File: config.mk
export PLATFORM = sky130hd
export DESIGN_NAME = io_hub_flat
export DESIGN_NICKNAME = d
export VERILOG_FILES = /design/src/rtl/io_hub_pkg.sv /design/src/rtl/io_hub_if.sv /design/src/rtl/io_hub_debounce.sv /design/src/rtl/io_hub.sv /design/src/flat_wrapper.sv
export SDC_FILE = /design/constraint.sdc
export NUM_CORES = 1
export LEC_CHECK = 0
export BUFFER_PORTS_ARGS = -buffer_cell sky130_fd_sc_hd__buf_2
export CAP_MARGIN = 5
export CORE_MARGIN = 2
export CORE_UTILIZATION = 40
export DETAILED_ROUTE_END_ITERATION = 10
export PLACE_DENSITY = 0.66
export SYNTH_ARGS = -nofsm -noshare
export SYNTH_HDL_FRONTEND = slang
export SYNTH_HIERARCHICAL = 1
export SYNTH_SLANG_ARGS = --single-unit
File: constraint.sdc
create_clock -name clk -period 2.3 [get_ports clk]
set_clock_uncertainty 0.1 [all_clocks]
set_input_delay 0.115 -clock clk [delete_from_list [all_inputs] [get_ports clk]]
set_output_delay 0.115 -clock clk [all_outputs]
set_load 0.01 [all_outputs]
File: src/rtl/io_hub_pkg.sv
// io_hub_pkg: shared constants for the I/O hub.
// Holds the device select codes, per-device register offsets and the
// default debounce length. Imported by io_hub and io_hub_debounce.
package io_hub_pkg;
    localparam logic [2:0] DEV_LED = 3'd0;
    localparam logic [2:0] DEV_SW  = 3'd1;
    localparam logic [2:0] DEV_BTN = 3'd2;

    localparam logic [1:0] LED_VAL = 2'd0;
    localparam logic [1:0] LED_SET = 2'd1;
    localparam logic [1:0] LED_CLR = 2'd2;
    localparam logic [1:0] LED_TGL = 2'd3;

    localparam logic [1:0] SW_VAL = 2'd0;
    localparam logic [1:0] SW_CHG = 2'd1;

    localparam logic [1:0] BTN_LVL  = 2'd0;
    localparam logic [1:0] BTN_PEND = 2'd1;
    localparam logic [1:0] BTN_CNT  = 2'd2;
    localparam logic [1:0] BTN_MASK = 2'd3;

    localparam int DEFAULT_DEB_CYCLES = 16;
endpackage

File: src/rtl/io_hub_if.sv
// io_hub_if: CPU-side I/O bus of the hub.
// Signals: dev_sel (device), reg_sel (register), we (write strobe),
// data_in (write data), data_out (combinational read data).
// master = CPU side, slave = hub side.
interface io_hub_if #(
    parameter int DATA_W = 16
);
    logic [2:0]        dev_sel;
    logic [1:0]        reg_sel;
    logic              we;
    logic [DATA_W-1:0] data_in;
    logic [DATA_W-1:0] data_out;

    modport master (output dev_sel, reg_sel, we, data_in, input data_out);
    modport slave  (input dev_sel, reg_sel, we, data_in, output data_out);
endinterface

File: src/rtl/io_hub_debounce.sv
// io_hub_debounce: one-bit 2-flop synchroniser plus debounce filter.
// Ports: clk, reset (sync, active-high), din (raw async pin),
// level (stable value), rise/fall (one-cycle pulses in the first cycle
// the stable value shows its new level).
// Macro IO_HUB_DEBOUNCE_EN: when defined, the stable value only follows
// the synchronised input after DEB_CYCLES consecutive differing cycles;
// when undefined, the stable value is the synchroniser output.
module io_hub_debounce
    import io_hub_pkg::*;
#(
    parameter int DEB_CYCLES = DEFAULT_DEB_CYCLES
) (
    input  logic clk,
    input  logic reset,
    input  logic din,
    output logic level,
    output logic rise,
    output logic fall
);
    logic s1, s2, stable, stable_q;

`ifdef IO_HUB_DEBOUNCE_EN
    localparam int CW = DEB_CYCLES > 1 ? $clog2(DEB_CYCLES) : 1;
    logic [CW-1:0] cnt;

    // Counter runs only while the synchronised input disagrees with the
    // stable value; any agreement restarts the count, so short glitches die.
    always_ff @(posedge clk) begin
        if (reset) begin
            {s1, s2, stable, stable_q} <= '0;
            cnt <= '0;
        end else begin
            s1       <= din;
            s2       <= s1;
            stable_q <= stable;
            if (s2 == stable) begin
                cnt <= '0;
            end else if (cnt == CW'(DEB_CYCLES - 1)) begin
                stable <= s2;
                cnt    <= '0;
            end else begin
                cnt <= cnt + 1'b1;
            end
        end
    end
`else
    localparam int unused_deb = DEB_CYCLES;

    always_ff @(posedge clk) begin
        if (reset) begin
            {s1, s2, stable_q} <= '0;
        end else begin
            s1       <= din;
            s2       <= s1;
            stable_q <= stable;
        end
    end

    assign stable = s2;
`endif

    assign level = stable;
    assign rise  = stable & ~stable_q;
    assign fall  = ~stable & stable_q;
endmodule

File: src/rtl/io_hub.sv
// io_hub: memory-mapped LED/switch/button hub on the CPU I/O bus.
// Ports: clk, reset (sync, active-high), bus (io_hub_if slave: dev_sel,
// reg_sel, we, data_in, data_out), Led (LED drive), sw/btn (raw async
// pins), irq (registered, OR of pending & mask).
// Macro IO_HUB_DEBOUNCE_EN selects debounced inputs (see io_hub_debounce).
module io_hub
    import io_hub_pkg::*;
#(
    parameter int DATA_W     = 16,
    parameter int NUM_LED    = 8,
    parameter int NUM_SW     = 8,
    parameter int NUM_BTN    = 4,
    parameter int DEB_CYCLES = DEFAULT_DEB_CYCLES
) (
    input  logic               clk,
    input  logic               reset,
    io_hub_if.slave            bus,
    output logic [NUM_LED-1:0] Led,
    input  logic [NUM_SW-1:0]  sw,
    input  logic [NUM_BTN-1:0] btn,
    output logic               irq
);
    logic [NUM_SW-1:0]  sw_lvl, sw_rise, sw_fall, sw_chg;
    logic [NUM_BTN-1:0] btn_lvl, btn_rise, btn_fall, btn_pend, btn_mask;
    logic [NUM_LED-1:0] led_q, led_d, led_din;
    logic [DATA_W-1:0]  press_cnt;
    logic               wr_led, wr_sw, wr_btn;
    logic               unused_bits;

    genvar i;
    for (i = 0; i < NUM_SW; i++) begin : g_sw
        io_hub_debounce #(.DEB_CYCLES(DEB_CYCLES)) u_deb (
            .clk(clk), .reset(reset), .din(sw[i]),
            .level(sw_lvl[i]), .rise(sw_rise[i]), .fall(sw_fall[i])
        );
    end
    for (i = 0; i < NUM_BTN; i++) begin : g_btn
        io_hub_debounce #(.DEB_CYCLES(DEB_CYCLES)) u_deb (
            .clk(clk), .reset(reset), .din(btn[i]),
            .level(btn_lvl[i]), .rise(btn_rise[i]), .fall(btn_fall[i])
        );
    end

    assign unused_bits = ^{btn_fall, bus.data_in};

    assign wr_led  = bus.we && bus.dev_sel == DEV_LED;
    assign wr_sw   = bus.we && bus.dev_sel == DEV_SW;
    assign wr_btn  = bus.we && bus.dev_sel == DEV_BTN;
    assign led_din = bus.data_in[NUM_LED-1:0];

    always_comb begin
        led_d = !wr_led                ? led_q :
                bus.reg_sel == LED_VAL ? led_din :
                bus.reg_sel == LED_SET ? led_q | led_din :
                bus.reg_sel == LED_CLR ? led_q & ~led_din :
                                         led_q ^ led_din;
    end

    // New edges are ORed in after the W1C mask so an edge always wins,
    // and the counter clear is applied before the increment so a
    // coinciding press still counts.
    always_ff @(posedge clk) begin
        if (reset) begin
            led_q     <= '0;
            sw_chg    <= '0;
            btn_pend  <= '0;
            btn_mask  <= '0;
            press_cnt <= '0;
            irq       <= 1'b0;
        end else begin
            led_q     <= led_d;
            sw_chg    <= (sw_chg & ~(wr_sw && bus.reg_sel == SW_CHG ? bus.data_in[NUM_SW-1:0] : '0))
                         | sw_rise | sw_fall;
            btn_pend  <= (btn_pend & ~(wr_btn && bus.reg_sel == BTN_PEND ? bus.data_in[NUM_BTN-1:0] : '0))
                         | btn_rise;
            btn_mask  <= wr_btn && bus.reg_sel == BTN_MASK ? bus.data_in[NUM_BTN-1:0] : btn_mask;
            press_cnt <= (wr_btn && bus.reg_sel == BTN_CNT ? '0 : press_cnt) + DATA_W'(|btn_rise);
            irq       <= |(btn_pend & btn_mask);
        end
    end

    assign Led = led_q;

    assign bus.data_out =
        bus.dev_sel == DEV_LED ? DATA_W'(led_q) :
        bus.dev_sel == DEV_SW  ? (bus.reg_sel == SW_VAL ? DATA_W'(sw_lvl) :
                                  bus.reg_sel == SW_CHG ? DATA_W'(sw_chg) : '0) :
        bus.dev_sel == DEV_BTN ? (bus.reg_sel == BTN_LVL  ? DATA_W'(btn_lvl) :
                                  bus.reg_sel == BTN_PEND ? DATA_W'(btn_pend) :
                                  bus.reg_sel == BTN_CNT  ? press_cnt :
                                                            DATA_W'(btn_mask)) :
        '0;
endmodule

File: src/flat_wrapper.sv
// flat-port wrapper written by rule: the top's interface ports become plain ports
module io_hub_flat import io_hub_pkg::*;
#(
    parameter int DATA_W     = 16,
    parameter int NUM_LED    = 8,
    parameter int NUM_SW     = 8,
    parameter int NUM_BTN    = 4,
    parameter int DEB_CYCLES = DEFAULT_DEB_CYCLES
)
  (clk, reset, Led, sw, btn, irq, bus_dev_sel, bus_reg_sel, bus_we, bus_data_in, bus_data_out);
  io_hub_if #(.DATA_W(DATA_W)) bus_i ();
  input  logic clk;
  input  logic reset;
  output logic [NUM_LED-1:0] Led;
  input  logic [NUM_SW-1:0] sw;
  input  logic [NUM_BTN-1:0] btn;
  output logic irq;
  input wire logic [$bits(bus_i.dev_sel)-1:0] bus_dev_sel;
  input wire logic [$bits(bus_i.reg_sel)-1:0] bus_reg_sel;
  input wire logic [$bits(bus_i.we)-1:0] bus_we;
  input wire logic [$bits(bus_i.data_in)-1:0] bus_data_in;
  output wire logic [$bits(bus_i.data_out)-1:0] bus_data_out;
  assign bus_i.dev_sel = bus_dev_sel;
  assign bus_i.reg_sel = bus_reg_sel;
  assign bus_i.we = bus_we;
  assign bus_i.data_in = bus_data_in;
  assign bus_data_out = bus_i.data_out;
  io_hub #(.DATA_W(DATA_W), .NUM_LED(NUM_LED), .NUM_SW(NUM_SW), .NUM_BTN(NUM_BTN), .DEB_CYCLES(DEB_CYCLES)) u_core (.clk(clk), .reset(reset), .bus(bus_i), .Led(Led), .sw(sw), .btn(btn), .irq(irq));
endmodule
-- After elaboration in Yosys (flattened, before gate mapping)
Index checks and enable logic that the tools add are counted.
- multipliers: 0
- $lt $le $gt $ge: 0
- divide/modulo/power cells: 0
- shifts and indexed selects: 0
- muxes and demuxes: 14
- bitwise gates (word level): 52
- add/sub/neg operators: 1
- equality and inequality tests: 5
- reduce and logical (&&, ||, !) cells: 11
- operators with widths (cell ; count):
    $mux 16 ; 8
    $mux 8 ; 5
    $or 8x8->8 ; 3
    $and 1x1->1 ; 20
    $not 1->1 ; 20
    $add 16x1->16 ; 1
    $and 8x8->8 ; 2
    $not 8->8 ; 2
    $and 4x4->4 ; 2
    $reduce_or 4->1 ; 2
    $xor 8x8->8 ; 1
    $logic_and 1x1->1 ; 7
    $eq 2x2->1 const B ; 2
    $mux 4 ; 1
    $not 4->4 ; 1
    $or 4x4->4 ; 1
    $eq 3x1->1 const B ; 1
    $eq 3x2->1 const B ; 1
    $logic_not 3->1 ; 1
    $eq 2x1->1 const B ; 1
    $logic_not 2->1 ; 1
- logic and storage cells: 125
- output and inout bits: 25
- ROM bits: 0
- latch bits: 0
- memories kept: 0
- bits in writable memories: 0
- bits in registers: 77

-- Logic depth before layout (Yosys ltp)
- depth in word-level cells: 8
- depth in mapped cells: 10

-- Cells and area by module
Netlist, hierarchy kept.
- by module, submodules not included (module ; area an instance (um2) ; cells each ; times used):
    io_hub ; 2827.7 ; 322 ; 1
    io_hub_debounce ; 91.3 ; 8 ; 12

-- Worst setup path after synthesis
No wires, ideal clock.
- path kind: input to register
- from: input port bus_reg_sel[0]
- to: register u_core.press_cnt[12]
- setup time: 0.070 ns
- stages: 10
- arrival: 1.908 ns
- buffers on the path: 2
- required time: 2.130 ns
- setup slack: 0.222 ns
- cell sequence: buf_2 -> nand4bb_1 -> buf_2 -> nor2_1 -> nor2b_1 -> ha_1 -> ha_1 -> nand4_1 -> or4_1 -> a21oi_1
- cells in the longest elaborated chain, start to end: 4
- ends and longest elaborated chain (item ; line ; RTL):
    start, declared ; flat_wrapper.sv:19 ; input wire logic [$bits(bus_i.reg_sel)-1:0] bus_reg_sel;
    $eq 2x2->1 ; io_hub.sv:77 ; press_cnt <= (wr_btn && bus.reg_sel == BTN_CNT ? '0 : press_cnt) + DATA_W'(|btn_rise);
    $logic_and 1x1->1 ; io_hub.sv:77 ;
    $mux 16 ; io_hub.sv:77 ;
    $add 16x1->16 ; io_hub.sv:77 ;
    end signal, assigned ; io_hub.sv:77 ;
    end, declared ; io_hub.sv:26 ; logic [DATA_W-1:0] press_cnt;
No other way between the ends.
A chain may end at the register's enable or synchronous reset.

-- Final worst setup path
- from: register u_core.g_btn[2].u_deb.s2
- to: register u_core.press_cnt[12]
- cells in the longest elaborated chain, start to end: 3
- ends and longest elaborated chain (item ; line ; RTL):
    start, declared ; io_hub_debounce.sv:20 ; logic s1, s2, stable, stable_q;
    start signal, assigned ; io_hub_debounce.sv:51 ; {s1, s2, stable_q} <= '0;
    start signal, assigned ; io_hub_debounce.sv:54 ; s2 <= s1;
    $and 1x1->1 ; io_hub_debounce.sv:63 ; assign rise = stable & ~stable_q;
    named net u_core.btn_rise[2] ; io_hub.sv:24 ; logic [NUM_BTN-1:0] btn_lvl, btn_rise, btn_fall, btn_pend, btn_mask;
    $reduce_or 4->1 ; io_hub.sv:77 ;
    $add 16x1->16 ; io_hub.sv:77 ;
The timed path passes the listed nets, and every way through them passes these cells.

==> metrics.txt <==
Slew headroom=between 60% and 70%; Final ANT Viol Nets=0; clk buf depth=2; Flop pwr share=between 50% and 60%; worst vdd ir=306.9 uV; minimum clock period=~2.0 ns; Reg clk slew, reported paths=0.08 ns; fin nets=544; Num CTS Buffers=9; GP Congestion=0.8394; worst slack, placed=around 0.28 ns; Layout Area Growth over Synthesis=20.64%; drt via density=5.182; Placed Instances=592; outcome=complete, no violations; final number of hold-violating endpoints=0; Final period util=88.97%; drt pass-1 iters=5; WL/cell=about 14 um; final-report setup violation count=0; core area=0.009594 mm^2; Crit path required time=approximately 2.5 ns; initial antenna violation count=0; Root Buffer=clkbuf_8; hold_sp=reset; Mapped Cells=~410; mean post-synth cell area=9.417 um^2; clock latency on the worst-skew pair=0.35 ns; number of global-route vias before repair=3028; Post-Syn Nets=468; Net Switching=697.9 uW; startpoint types=flip-flop; WP data arrival=2.24 ns; total grt overflow=0; Power per Cell Area=590.5 mW/mm^2; first-pass GRT wire length=14.51 mm; Finished Layout Cells=approximately 630; largest net degree at the start of global routing=35; Tightest Pin Transition=0.5258 ns; total routed wirelength=8.924 mm; Pwr Total=2777 uW; Cell Area, Synth=a little under 0.004 mm^2; diode count=0; YS warnings=6; PnR worst setup slack=0.2538 ns; die span in y=102.7 um; Slew Viols, Final=0; row count=36; CTS tree=built; Leak Pwr=0.001899 uW; Highest Clock Rate=0.4887 GHz; CP endpoint kind=flip-flop; DP HPWL=6.181 mm; Switching Share=25.13%; Crit Path Class=reg -> reg; Buffers on Ports=52; fraction of layout cells with a size suffix above 1=20.61%; number of clock sinks=77; worst min path class=in -> reg; combinational cell fraction of total power=between 10% and 20%; initial core utilization=40.64%; Die ar.=0.01055 mm^2; DP Area=0.004303 mm^2; crit path max fanout=5; DR iter-0 viols=119; post-route DRC violation count=0; vias=3254; Tot GR Track Use=17.58%; RSZ-0062 raised after global routing=no; clock share of power=37.3%; final instance area=0.004703 mm^2; max cap viols=0; TNS Setup=0 ns; Critical Path Source=u_core/g_btn[2].u_deb/level$_SDFF_PP0_; H-tree levels=3; Pint=~2100 uW; I/O Pins=61; FF-to-FF Start=u_core/g_btn[2].u_deb/level$_SDFF_PP0_; die width=just over 100 um
-- per-layer routing --
layer	vias to the layer above	wire (um)	track usage, %
met5	-	0	0
li1	1614	-	-
met3	12	402	3.593
met2	81	4295	28.31
met4	0	147	7.077
met1	1547	4079	23.14
-- stage by stage --
stage          util (%)  hold WS, ns
6_report          49.02       0.1221
3_3_place_gp      44.85       0.2211
4_1_cts           49.02       0.1113
3_5_place_dp      44.85       0.2271
5_1_grt           49.02       0.1505
2_1_floorplan         -      0.08661
-- timing repair --
item	4_1_cts	5_1_grt
hold buffers	20	0
hold endpoints to repair	24	0
resized for setup	0	0
setup buffers	0	0
-- registers in the layout, indices dropped and copies added (netlist names) --
register	count
u_core/Led	8
u_core/g_btn.u_deb/stable_q	4
u_core/irq	1
u_core/btn_mask	4
u_core/g_sw.u_deb/s1	8
u_core/g_sw.u_deb/level	8
u_core/g_sw.u_deb/stable_q	8
u_core/sw_chg	8
u_core/press_cnt	16
u_core/btn_pend	4
u_core/g_btn.u_deb/s1	4
u_core/g_btn.u_deb/level	4
-- path summary, 6_finish.rpt --
kind / slack [ns] / depth (start not counted) / endpoint
max: 0.25 / 8 / u_core/press_cnt[12]$_SDFF_PP0_
max reg2reg: 0.25 / 8 / u_core/press_cnt[12]$_SDFF_PP0_
min: 0.12 / 2 / u_core/g_sw[3].u_deb/s1$_SDFF_PP0_
min reg2reg: 0.34 / 1 / u_core/g_sw[1].u_deb/level$_SDFF_PP0_
-- critical path: stages (launching register included) --
cell	delay [ns]
dfxtp_1	0.36
nor2b_1	0.14
inv_1	0.06
nand4_1	0.11
ha_1	0.18
ha_1	0.17
nand4_1	0.19
or4_1	0.53
a21oi_1	0.15
-- power by group through the flow --
stage	clock, uW	combinational [uW]	sequential [uW]
2_1_floorplan	0	211	1430
3_3_place_gp	0	296	1440
3_5_place_dp	0	306	1440
4_1_cts	1070	333	1410
5_1_grt	1120	369	1420
6_report	1040	332	1410
-- cell usage in the layout (no fill, tap or decap), types with 2 or more instances in the layout --
cell type,instances
o21ai_1,4
o221a_1,4
o22ai_1,2
nor2_1,29
buf_4,14
nor2b_1,65
clkbuf_8,10
nor3b_1,4
nor4_1,4
nand3_1,9
nor3_1,9
dlygate4sd3_1,20
or4_1,3
and2_1,7
nand2_1,11
o31ai_1,3
buf_2,52
clkinvlp_4,2
o22ai_2,4
o41ai_1,4
mux2_2,7
and3b_1,2
o22a_1,4
a311oi_1,14
nand2b_1,4
mux4_2,6
inv_1,26
xor2_1,2
mux2i_1,12
or3_1,5
dfxtp_1,77
o21ai_0,17
nand4_1,5
nand3b_1,2
a22oi_1,2
nor4b_4,2
a21oi_1,16
a211o_1,6
ha_1,18
-- layout make-up --
type / count / area, um^2
Multi-Input combinational cell: 290 / 2132
Fill cell: 913 / 4891
Inverter: 26 / 97.59
Sequential cell: 77 / 1541
Clock buffer: 11 / 141.4
Clock inverter: 5 / 58.81
Timing Repair Buffer: 86 / 565.5
Tap cell: 133 / 166.4
(Power assumes the default switching activity.)
